===== config.mk =====
export PLATFORM = sky130hd
export DESIGN_NAME = sub_share_ctrl
export DESIGN_NICKNAME = d
export VERILOG_FILES = /design/src/rtl/sub_share_pkg.sv /design/src/rtl/rr_arbiter.sv /design/src/rtl/sub_share_ctrl.sv
export SDC_FILE = /design/constraint.sdc
export NUM_CORES = 1
export LEC_CHECK = 0
export BUFFER_PORTS_ARGS = -buffer_cell sky130_fd_sc_hd__buf_2
export CORE_ASPECT_RATIO = 0.8
export CORE_MARGIN = 10
export CORE_UTILIZATION = 50
export CTS_BUF_LIST = sky130_fd_sc_hd__clkbuf_2
export CTS_CLUSTER_DIAMETER = 200
export DETAILED_ROUTE_END_ITERATION = 16
export GPL_ROUTABILITY_DRIVEN = 0
export GPL_TIMING_DRIVEN = 0
export PLACE_DENSITY_LB_ADDON = 0.05
export SYNTH_ARGS = -nofsm -noshare
export SYNTH_HDL_FRONTEND = slang
export SYNTH_SLANG_ARGS = --single-unit

===== constraint.sdc =====
create_clock -name clk -period 11.2 [get_ports clk]
set_input_delay 1.12 -clock clk [delete_from_list [all_inputs] [get_ports clk]]
set_output_delay 1.12 -clock clk [all_outputs]
set_load 0.01 [all_outputs]

===== src/rtl/sub_share_pkg.sv =====
// Shared types and sizing helpers for the time-shared subtractor scheduler.
// Optional statistics are enabled by defining SUB_SHARE_STATS_EN.
package sub_share_pkg;

  localparam int STAT_W = 16;

  typedef enum logic {
    ST_EMPTY = 1'b0,
    ST_FULL  = 1'b1
  } out_state_t;

  // Index width; a single requester still gets a 1-bit id.
  function automatic int id_w(input int n);
    return (n > 1) ? $clog2(n) : 1;
  endfunction

endpackage


===== src/rtl/rr_arbiter.sv =====
// Combinational round-robin arbiter: first set request at or above ptr, wrapping.
module rr_arbiter
  import sub_share_pkg::*;
#(
  parameter int N = 4,
  localparam int IW = id_w(N)
) (
  input  logic [N-1:0]  req,
  input  logic [IW-1:0] ptr,
  input  logic          en,
  output logic [N-1:0]  grant,
  output logic [IW-1:0] idx,
  output logic          any
);

  always_comb begin
    grant = '0;
    idx   = '0;
    any   = 1'b0;
    for (int i = 0; i < N; i++) begin
      if (en && !any && req[(int'(ptr) + i) % N]) begin
        any                       = 1'b1;
        grant[(int'(ptr) + i) % N] = 1'b1;
        idx                       = IW'((int'(ptr) + i) % N);
      end
    end
  end

endmodule


===== src/rtl/sub_share_ctrl.sv =====
// One registered subtractor (a - b, DATA_W+1 bits) shared round-robin among N_REQ requesters.
// Define SUB_SHARE_STATS_EN to add saturating grant/stall counters.
module sub_share_ctrl
  import sub_share_pkg::*;
#(
  parameter int DATA_W = 24,
  parameter int N_REQ  = 4
) (
  input  logic                        clk,
  input  logic                        reset,
  input  logic [N_REQ-1:0]            i_req_valid,
  input  logic [N_REQ*DATA_W-1:0]     i_req_a,
  input  logic [N_REQ*DATA_W-1:0]     i_req_b,
  output logic [N_REQ-1:0]            o_req_ready,
  output logic [DATA_W:0]             o_c,
  output logic [id_w(N_REQ)-1:0]      o_id,
  output logic                        o_valid,
`ifdef SUB_SHARE_STATS_EN
  output logic [N_REQ*STAT_W-1:0]     o_grant_cnt,
  output logic [STAT_W-1:0]           o_stall_cnt,
`endif
  input  logic                        i_ready
);

  localparam int ID_W = id_w(N_REQ);

  out_state_t          state_reg;
  logic [ID_W-1:0]     ptr_reg;
  logic [ID_W-1:0]     gnt_idx;
  logic [N_REQ-1:0]    gnt;
  logic                gnt_any;
  logic                slot_free;
  logic [DATA_W-1:0]   a_sel;
  logic [DATA_W-1:0]   b_sel;
  logic [DATA_W:0]     diff;

  // Reset gates the arbiter so no handshake completes while the block is held.
  assign slot_free = (state_reg == ST_EMPTY) || i_ready;

  rr_arbiter #(.N(N_REQ)) u_arb (
    .req   (i_req_valid),
    .ptr   (ptr_reg),
    .en    (slot_free && !reset),
    .grant (gnt),
    .idx   (gnt_idx),
    .any   (gnt_any)
  );

  assign o_req_ready = gnt;
  assign o_valid     = (state_reg == ST_FULL);
  assign a_sel       = i_req_a[int'(gnt_idx)*DATA_W +: DATA_W];
  assign b_sel       = i_req_b[int'(gnt_idx)*DATA_W +: DATA_W];
  assign diff        = {a_sel[DATA_W-1], a_sel} - {b_sel[DATA_W-1], b_sel};

  always_ff @(posedge clk) begin
    if (reset) begin
      state_reg <= ST_EMPTY;
      ptr_reg   <= '0;
      o_c       <= '0;
      o_id      <= '0;
    end else if (gnt_any) begin
      state_reg <= ST_FULL;
      o_c       <= diff;
      o_id      <= gnt_idx;
      ptr_reg   <= (gnt_idx == ID_W'(N_REQ - 1)) ? '0 : gnt_idx + 1'b1;
    end else if (state_reg == ST_FULL && i_ready) begin
      state_reg <= ST_EMPTY;
    end
  end

`ifdef SUB_SHARE_STATS_EN
  logic [STAT_W-1:0] stall_cnt_reg;

  genvar gi;
  generate
    for (gi = 0; gi < N_REQ; gi++) begin : g_grant_cnt
      logic [STAT_W-1:0] cnt_reg;
      always_ff @(posedge clk) begin
        if (reset) begin
          cnt_reg <= '0;
        end else if (gnt[gi] && cnt_reg != '1) begin
          cnt_reg <= cnt_reg + 1'b1;
        end
      end
      assign o_grant_cnt[gi*STAT_W +: STAT_W] = cnt_reg;
    end
  endgenerate

  always_ff @(posedge clk) begin
    if (reset) begin
      stall_cnt_reg <= '0;
    end else if (state_reg == ST_FULL && !i_ready && (|i_req_valid) && stall_cnt_reg != '1) begin
      stall_cnt_reg <= stall_cnt_reg + 1'b1;
    end
  end

  assign o_stall_cnt = stall_cnt_reg;
`endif

endmodule


==> flow_summary_export.csv, run 1 <==
group,metric,value,unit
status,run_status,"finished clean",
synthesis,syn_nets,654,
worst_hold_path,hp-class,"register to register",
worst_setup_path,startpoint,"ptr_reg[0]",
routing,wire_per_inst,19.2,microns
worst_setup_path,r2r_end,"o_c[22]",
worst_setup_path,worstReg2RegStart,"ptr_reg[0]",
synthesis,synth_edf_count,0,
floorplan,rows,29,
routing,wl_met3,1730,microns
grt,antenna_found_initial,1,
flow_run,cap_violations,0,
worst_setup_path,crit_arrival,5.92,ns
clock_tree,ctsRootBufferMaster,"clkbuf_2",
grt,grt_pass1_wl,22800,microns
routing,num_vias,4356,
sta,slew_violations,0,
sta,finClkSkew,0.0258,ns
sta,relSlewSlack,65.3,%
routing,wl_met1,5790,microns
finish,drive_gt1_share,47.5,%
synthesis,synth_top_area_share,27.0,%
sta,rsz0062_at_grt,"no",
clock_tree,hold_buffers,0,
synthesis,avgSynthCellArea,9.41,sq um
routing,drc_errors,0,
routing,dr_wl_met2,7110,microns
finish,area_delta_synth_final,32.7,%
worst_setup_path,r2r_cells,25,
synthesis,yosys_most_used_dff,"dfxtp_1",
routing,vias_per_cell,5.66,
placed_design,dp.final_hpwl,13000,microns
grt,grt-ovfl-total,0,
synthesis,synth_area_leaders,"mux4_2 27%, dfxtp_1 15%, ha_1 8.7%, a21oi_1 5.2%, nand2_1 5.1%",
placed_design,port_buffers,227,
placed_design,dp.cells,761,
clock_tree,post_cts_resized,0,
finish,final_common_cell,"buf_2",
clock_tree,cts.sinks,30,
sta,worst_pin_slew,0.515,ns
clock_tree,post_cts_buffers,0,
synthesis,ys_types,64,
synthesis,synthCells,426,
floorplan,coreArea,7870,sq um
synthesis,synth.ff_latch_count,30,
synthesis,yosysWarnings,0,
floorplan,die_x,120,microns
floorplan,fp.dieH,100,microns
grt,grt_max_degree,11,
sta,tns,0,ns
sta,fin_crit,5.66,ns
sta,finalSetupViolations,0,
synthesis,async_flop_share,0,%
finish,fin_util,67.5,%
finish,layout_common_cells,"230 x buf_2, 54 x nand2_1, 48 x mux4_2",
worst_setup_path,required,11.46,ns
worst_setup_path,path_max_fanout,10,
clock_tree,clock_latency,0.38,ns
sta,hold_violations,0,
sta,hold_ws,0.458,ns
routing,dr.max_layer_used,"met5",
routing,firstDrtPassIters,6,
worst_setup_path,worstSetupEndpointType,"register",
sta,period_share,50.5,%
finish,diodes,0,
worst_setup_path,worstSetupPathType,"register to register",
finish,num-nets-final,888,
finish,fin_area,5320,sq um
floorplan,ios,231,
finish,stdcell_count,769,
grt,track_usage,23.4,%
sta,max_freq,177,MHz
routing,wirelength,14700,microns
clock_tree,cts_tree,"done",
synthesis,yosysTopAreaCell,"mux4_2",
power,ir_drop,85.1,uV
worst_hold_path,min_from,"o_c[3]",
synthesis,synthesis.area,4010,sq um
clock_tree,htreeDepth,2,
worst_setup_path,r2r_slack,5.54,ns
routing,drt_iter0_markers,414,
power,power.density,146,nW/um^2
worst_setup_path,crit_path_end,"o_c[22]",
grt,grt_pass1_vias,4413,
floorplan,dieArea,12000,sq um
finish,largest_register_ffs,25,
placed_design,place_area,5280,sq um
floorplan,start_util,50.9,%
routing,ant_nets,0,
power,leakagePower,0.00258,uW
worst_setup_path,crit_path_start_kind,"register",
synthesis,ys_seq_area_share,15.0,%
clock_tree,tritoncts.num_buffers,5,
clock_tree,clock_path_buffers,2,
clock_tree,path_clk_slew,0.17,ns
-- worst max-delay path, stage by stage, from the launching register on --
cell,delay [ns]
dfxtp_1,0.41
buf_6,0.14
buf_4,0.18
inv_1,0.08
ha_1,0.27
buf_4,0.17
mux2i_2,0.27
a21oi_1,0.10
o32ai_1,0.14
and3_4,0.27
inv_2,0.05
o21ai_4,0.27
buf_6,0.24
mux4_2,0.51
inv_1,0.07
ha_1,0.17
inv_1,0.06
fa_1,0.39
a21o_1,0.17
a21oi_1,0.35
o21ai_2,0.19
nor3_2,0.33
o31a_1,0.25
o21ai_0,0.13
xnor2_1,0.23
o21ai_0,0.10
-- routing by layer --
layer  vias to the layer above  GRT usage, %
li1                       2086             -
met1                      2038          28.1
met2                       217          40.0
met3                        13          8.36
met4                         2          3.61
met5                         -             0
-- cell type report --
| type | count | area (sq um) |
|---|---|---|
| Buffer | 30 | 226 |
| Clock buffer | 6 | 30.0 |
| Clock inverter | 2 | 8.76 |
| Fill cell | 662 | 2560 |
| Inverter | 32 | 120 |
| Multi-Input combinational cell | 334 | 3060 |
| Sequential cell | 30 | 601 |
| Tap cell | 108 | 135 |
| Timing Repair Buffer | 227 | 1140 |
-- per-stage QoR --
stage / total power [uW] / worst slack (ns)
2_1_floorplan: 555 / 6.14
3_3_place_gp: 707 / 5.64
3_5_place_dp: 718 / 5.53
4_1_cts: 771 / 5.52
5_1_grt: 837 / 5.08
6_report: 774 / 5.54
-- report_power, final --
group          internal (uW)  leakage, uW  switching, uW
sequential               134     0.000248           16.7
combinational            260      0.00230            311
clock                   15.3    0.0000304           37.3
-- synthesized netlist by cell type, types with 7 or more instances --
cell and count:
a211oi_1 7, a21o_1 10, a21oi_1 42, clkbuf_1 14, dfxtp_1 30, ha_1 28, inv_1 31, mux4_2 48
nand2_1 54, nand2b_1 7, nand3_1 9, nor2_1 16, o21ai_0 10, xnor2_1 10, xor2_1 9
-- worst min-delay path by stage --
stage,to,slack (ns),cells after the start
final,o_c[3],0.46,2
after floorplan,o_c[11],0.48,2
after global routing,o_c[8],0.48,2
after global placement,o_c[7],0.44,2
after CTS,o_c[8],0.46,2
after detailed placement,o_c[8],0.44,2
-- logic make-up (layout without fill, tap and decap cells) --
kind of cell / Yosys count / after routing / share of synthesized area, %
AO/OA/AOI/OAI: 113 / 113 / 19.4
multiplexers: 51 / 51 / 28.6
adder cells (fa/ha/maj): 29 / 29 / 9.24
buffers and inverters: 62 / 297 / 8.65
AND/OR/NAND/NOR: 122 / 122 / 14.9
flip-flops: 30 / 30 / 15.0
XOR/XNOR: 19 / 19 / 4.15
Power figures use the tool's default switching activity.
==> inputs of run 2 (changes only) <==
--- a/config.mk
+++ b/config.mk
@@ -8,7 +8,7 @@
 export BUFFER_PORTS_ARGS = -buffer_cell sky130_fd_sc_hd__buf_2
 export CORE_ASPECT_RATIO = 0.8
 export CORE_MARGIN = 10
-export CORE_UTILIZATION = 50
+export CORE_UTILIZATION = 42
 export CTS_BUF_LIST = sky130_fd_sc_hd__clkbuf_2
 export CTS_CLUSTER_DIAMETER = 200
 export DETAILED_ROUTE_END_ITERATION = 16
==> constraint.sdc (replaced) <==
create_clock -name clk -period 4.9 [get_ports clk]
set_input_delay 0.49 -clock clk [delete_from_list [all_inputs] [get_ports clk]]
set_output_delay 0.49 -clock clk [all_outputs]
set_load 0.01 [all_outputs]
==> run 2 against run 1 <==
Effect of this change:
- global-route usage shrank 1.1 points
- largest cell class unchanged
- register-to-register slack lost 5.4 ns
- clock skew shrank 0.0056 ns
- critical endpoint unchanged
- first-iteration DRC count shrank 42%
- final area grew 7.3%
==> flow_summary_export.csv, run 2 (synthesized netlist as in run 1, its figures left out) <==
group,metric,value,unit
worst_hold_path,hold_end,"o_valid",
sta,relSlewSlack,58.1,%
sta,tns,0,ns
clock_tree,path_clk_slew,0.17,ns
clock_tree,cts_tree,"done",
worst_setup_path,worstSetupPathType,"register to register",
worst_setup_path,path_buf_inv,9,
finish,register_area,606,sq um
sta,hold_ws,0.448,ns
clock_tree,htreeDepth,2,
routing,wire_per_inst,20.2,microns
floorplan,coreArea,9190,sq um
worst_setup_path,r2r_end,"o_c[22]",
routing,firstDrtPassIters,6,
grt,grt_pass1_vias,4725,
routing,num_vias,4432,
finish,num-nets-final,902,
routing,drt_iter0_markers,242,
worst_setup_path,max_stage_delay,0.50,ns
clock_tree,tritoncts.num_buffers,5,
grt,grt-ovfl-total,0,
placed_design,dp.final_hpwl,13500,microns
finish,fin_area,5700,sq um
floorplan,die_x,129,microns
clock_tree,cts.sinks,30,
finish,stdcell_count,791,
finish,fill_cells,842,
finish,largest_register_ffs,25,
sta,rsz0062_at_grt,"yes",
floorplan,dieArea,13900,sq um
worst_setup_path,crit_path_start_kind,"register",
worst_setup_path,slowest_stage,"mux4_2",
placed_design,post-place-ws,-0.728,ns
floorplan,fp.dieH,107,microns
flow_run,cap_violations,0,
worst_setup_path,r2r_slack,0.15,ns
clock_tree,hold_buffers,0,
worst_setup_path,critPathTopFamily,"compound AO/OA/AOI/OAI gates",
grt,grt_pass1_wl,24600,microns
finish,layout_common_cells,"230 x buf_2, 54 x nand2_1, 48 x mux4_2",
power,leakagePower,0.00270,uW
grt,track_usage,22.2,%
routing,vias_per_cell,5.60,
finish,area_delta_synth_final,42.3,%
worst_setup_path,crit_top_cell,"inv_2",
grt,antenna_found_initial,1,
sta,finClkSkew,0.0202,ns
sta,max_freq,210,MHz
grt,grt_max_degree,11,
worst_setup_path,worstSetupEndpointType,"register",
sta,finalSetupViolations,0,
floorplan,start_util,43.6,%
finish,drive_gt1_share,53.0,%
placed_design,port_buffers,227,
worst_setup_path,path_max_fanout,7,
worst_hold_path,whs_path_depth,3,
sta,period_share,97.0,%
sta,fin_crit,4.75,ns
power,power.density,346,nW/um^2
sta,slew_violations,0,
placed_design,dp.cells,768,
placed_design,place_area,5290,sq um
power,ir_drop,104,uV
sta,setup_ws,0.149,ns
routing,wl_met1,6840,microns
finish,final_common_cell,"buf_2",
routing,wl_met3,1320,microns
sta,hold_violations,0,
worst_setup_path,r2r_cells,26,
routing,dr_wl_met2,7620,microns
worst_setup_path,required,5.16,ns
routing,wirelength,16000,microns
worst_hold_path,min_from,"i_ready",
worst_setup_path,crit_arrival,5.02,ns
routing,ant_nets,0,
routing,dr.max_layer_used,"met4",
sta,worst_pin_slew,0.623,ns
floorplan,ios,231,
worst_setup_path,worstReg2RegStart,"ptr_reg[0]",
finish,multi_input_area,3240,sq um
status,run_status,"finished clean",
worst_hold_path,hp-class,"input pin to register",
clock_tree,clock_path_buffers,2,
clock_tree,clock_latency,0.37,ns
routing,drc_errors,0,
floorplan,rows,31,
clock_tree,ctsRootBufferMaster,"clkbuf_2",
==> run 2: worst max-delay path by stage <==
stage | startpoint | to | slack, ns | cells past startpoint
after floorplan | ptr_reg[0] | o_c[24] | 0.004 | 25
after global placement | ptr_reg[0] | o_c[24] | -0.64 | 25
after detailed placement | ptr_reg[0] | o_c[24] | -0.73 | 25
after CTS | ptr_reg[0] | o_c[13] | 0.004 | 22
after global routing | ptr_reg[0] | o_c[22] | -0.04 | 26
final | ptr_reg[0] | o_c[22] | 0.15 | 26
==> run 2: per-layer routing <==
metal  global-route usage, %  vias up
met5                       0        -
met1                    28.2     2105
li1                        -     2118
met2                    37.0      193
met3                    5.61       16
met4                    5.11        0
==> run 2: what timing repair did <==
action / in CTS / in global routing
buffers inserted: 12 / 5
pin swaps: 12 / 17
setup endpoints to repair: 20 / 16
gates resized for setup: 25 / 29
hold endpoints to repair: 0 / 0
==> run 2: cell type report <==
type                       count  share of cell area, %
inverter                      32                   2.11
multi-input combinational    334                   56.9
buffer                        27                   4.65
sequential                    30                   10.6
antenna                        1                 0.0439
timing repair buffer         244                   22.5
tap                          115                   2.52
clock inverter                 2                  0.154
clock buffer                   6                  0.526
==> run 2: report_power, final <==
part / switching (uW) / internal [uW]
registers: 40.2 / 308
clock network: 88.3 / 35.1
logic: 796 / 704
==> run 2: stage by stage <==
| step | util, % | total power [uW] |
|---|---|---|
| 6_report | 62.1 | 1970 |
| 5_1_grt | 62.1 | 2120 |
| 4_1_cts | 60.2 | 1860 |
| 3_5_place_dp | 57.5 | 1650 |
| 3_3_place_gp | 57.5 | 1630 |
| 2_1_floorplan | - | 1270 |
==> run 2: tightest hold or removal path, stage by stage <==
cell      delay (ns)
buf_2           0.07
nand2b_1        0.15
a21oi_1         0.08
==> inputs of run 3 (changes only) <==
--- a/config.mk
+++ b/config.mk
@@ -14,6 +14,7 @@
 export DETAILED_ROUTE_END_ITERATION = 16
 export GPL_ROUTABILITY_DRIVEN = 0
 export GPL_TIMING_DRIVEN = 0
+export MAX_ROUTING_LAYER = met4
 export PLACE_DENSITY_LB_ADDON = 0.05
 export SYNTH_ARGS = -nofsm -noshare
 export SYNTH_HDL_FRONTEND = slang
==> run 3 against run 2 <==
Effect of this change:
- global-route usage grew 0.66 points
- final area unchanged
- combinational power is essentially flat
- clock skew is 0.0015 ns higher
- core utilization stayed put
- worst hold slack worse by 0.012 ns
- clock power about the same
- sequential power is essentially flat
- sequential share of layout area is the same
- highest routed layer unchanged
==> flow_summary_export.csv, run 3 (synthesized netlist as in run 1, its figures left out) <==
group,metric,value,unit
status,run_status,"finished clean",
routing,drc_errors,0,
clock_tree,ctsRootBufferMaster,"clkbuf_2",
sta,finalSetupViolations,0,
finish,layout_common_cells,"230 x buf_2, 54 x nand2_1, 48 x mux4_2",
finish,multi_input_area,3240,sq um
placed_design,post-place-ws,-0.728,ns
finish,fin_area,5700,sq um
finish,final_common_cell,"buf_2",
worst_setup_path,crit_path_start_kind,"register",
sta,max_freq,211,MHz
grt,grt_max_degree,11,
floorplan,rows,31,
floorplan,ios,231,
worst_setup_path,max_stage_delay,0.50,ns
floorplan,die_x,129,microns
sta,setup_ws,0.158,ns
sta,finClkSkew,0.0217,ns
sta,fin_crit,4.74,ns
finish,stdcell_count,791,
floorplan,dieArea,13900,sq um
finish,area_delta_synth_final,42.3,%
sta,relSlewSlack,59.5,%
placed_design,port_buffers,227,
grt,antenna_found_initial,1,
finish,largest_register_ffs,25,
routing,wl_met3,1270,microns
routing,drt_iter0_markers,248,
worst_setup_path,path_max_fanout,7,
clock_tree,cts.sinks,30,
sta,period_share,96.8,%
floorplan,coreArea,9190,sq um
worst_setup_path,crit_top_cell,"inv_2",
grt,grt_pass1_wl,24500,microns
grt,grt-ovfl-total,0,
routing,wl_met1,6870,microns
routing,wire_per_inst,20.2,microns
flow_run,cap_violations,0,
clock_tree,hold_buffers,0,
worst_setup_path,worstSetupPathType,"register to register",
worst_setup_path,slowest_stage,"mux4_2",
power,leakagePower,0.00270,uW
power,power.density,345,nW/um^2
clock_tree,cts_tree,"done",
finish,drive_gt1_share,53.0,%
grt,grt_pass1_vias,4734,
worst_hold_path,hp-class,"input pin to register",
placed_design,place_area,5290,sq um
finish,num-nets-final,902,
power,ir_drop,104,uV
finish,fin_util,62.1,%
sta,hold_violations,0,
worst_setup_path,crit_arrival,5.02,ns
sta,tns,0,ns
routing,firstDrtPassIters,6,
placed_design,dp.final_hpwl,13500,microns
clock_tree,clock_path_buffers,2,
sta,rsz0062_at_grt,"yes",
routing,num_vias,4477,
routing,vias_per_cell,5.66,
grt,track_usage,22.9,%
finish,fill_cells,842,
clock_tree,path_clk_slew,0.17,ns
placed_design,dp.cells,768,
clock_tree,htreeDepth,2,
clock_tree,clock_latency,0.38,ns
routing,dr.max_layer_used,"met4",
floorplan,fp.dieH,107,microns
routing,dr_wl_met2,7570,microns
routing,wirelength,15900,microns
clock_tree,tritoncts.num_buffers,5,
floorplan,start_util,43.6,%
sta,worst_pin_slew,0.602,ns
worst_setup_path,worstSetupEndpointType,"register",
finish,register_area,606,sq um
routing,ant_nets,0,
sta,slew_violations,0,
worst_setup_path,required,5.18,ns
[run 3: cell counts in the layout (fill, tap and decap cells not counted)]
No cell type changed its count.
[run 3: final timing paths]
kind	cells after the start	start	slack, ns	endpoint
hold reg to reg	2	o_c[7]	0.46	o_c[7]
setup reg to reg	26	ptr_reg[0]	0.16	o_c[22]
hold / removal	3	i_ready	0.44	o_valid
setup / recovery	26	ptr_reg[0]	0.16	o_c[22]
[run 3: repair_timing]
action,in CTS,in global routing
setup buffers,12,5
pin swaps,12,17
endpoints found under the setup margin,20,16
resized for setup,25,29
[run 3: layer usage]
metal,global-route usage [%],vias up
met5,-,-
met4,4.62,0
met3,4.63,20
met2,37.0,205
met1,29.0,2134
li1,-,2118
[run 3: cell type report]
type                       instances  area share (%)
timing repair buffer             244            22.5
antenna                            1          0.0439
buffer                            27            4.65
clock inverter                     2           0.154
sequential                        30            10.6
clock buffer                       6           0.526
multi-input combinational        334            56.9
tap                              115            2.52
inverter                          32            2.11
[run 3: critical path: cells and delay by family (launching register included)]
family	cells	cell delay, ns
and+or+nand+nor	3	0.72
AOI/OAI and AO/OA	9	1.24
xor gates and xnor gates	1	0.22
DFF	1	0.36
muxes	1	0.50
adders and majority gates	3	0.74
buffers and inverters	9	0.83
[run 3: power breakdown]
| group | leakage [uW] | internal [uW] | switching, uW |
|---|---|---|---|
| combinational | 0.00242 | 704 | 793 |
| clock | 0.0000304 | 35.0 | 90.6 |
| sequential | 0.000249 | 307 | 39.1 |
[run 3: per-stage QoR]
stage | hold WS, ns | power, uW
finish | 0.436 | 1970
CTS | 0.446 | 1860
global placement | 0.438 | 1630
floorplan | 0.476 | 1270
detailed placement | 0.442 | 1650
global route | 0.461 | 2120
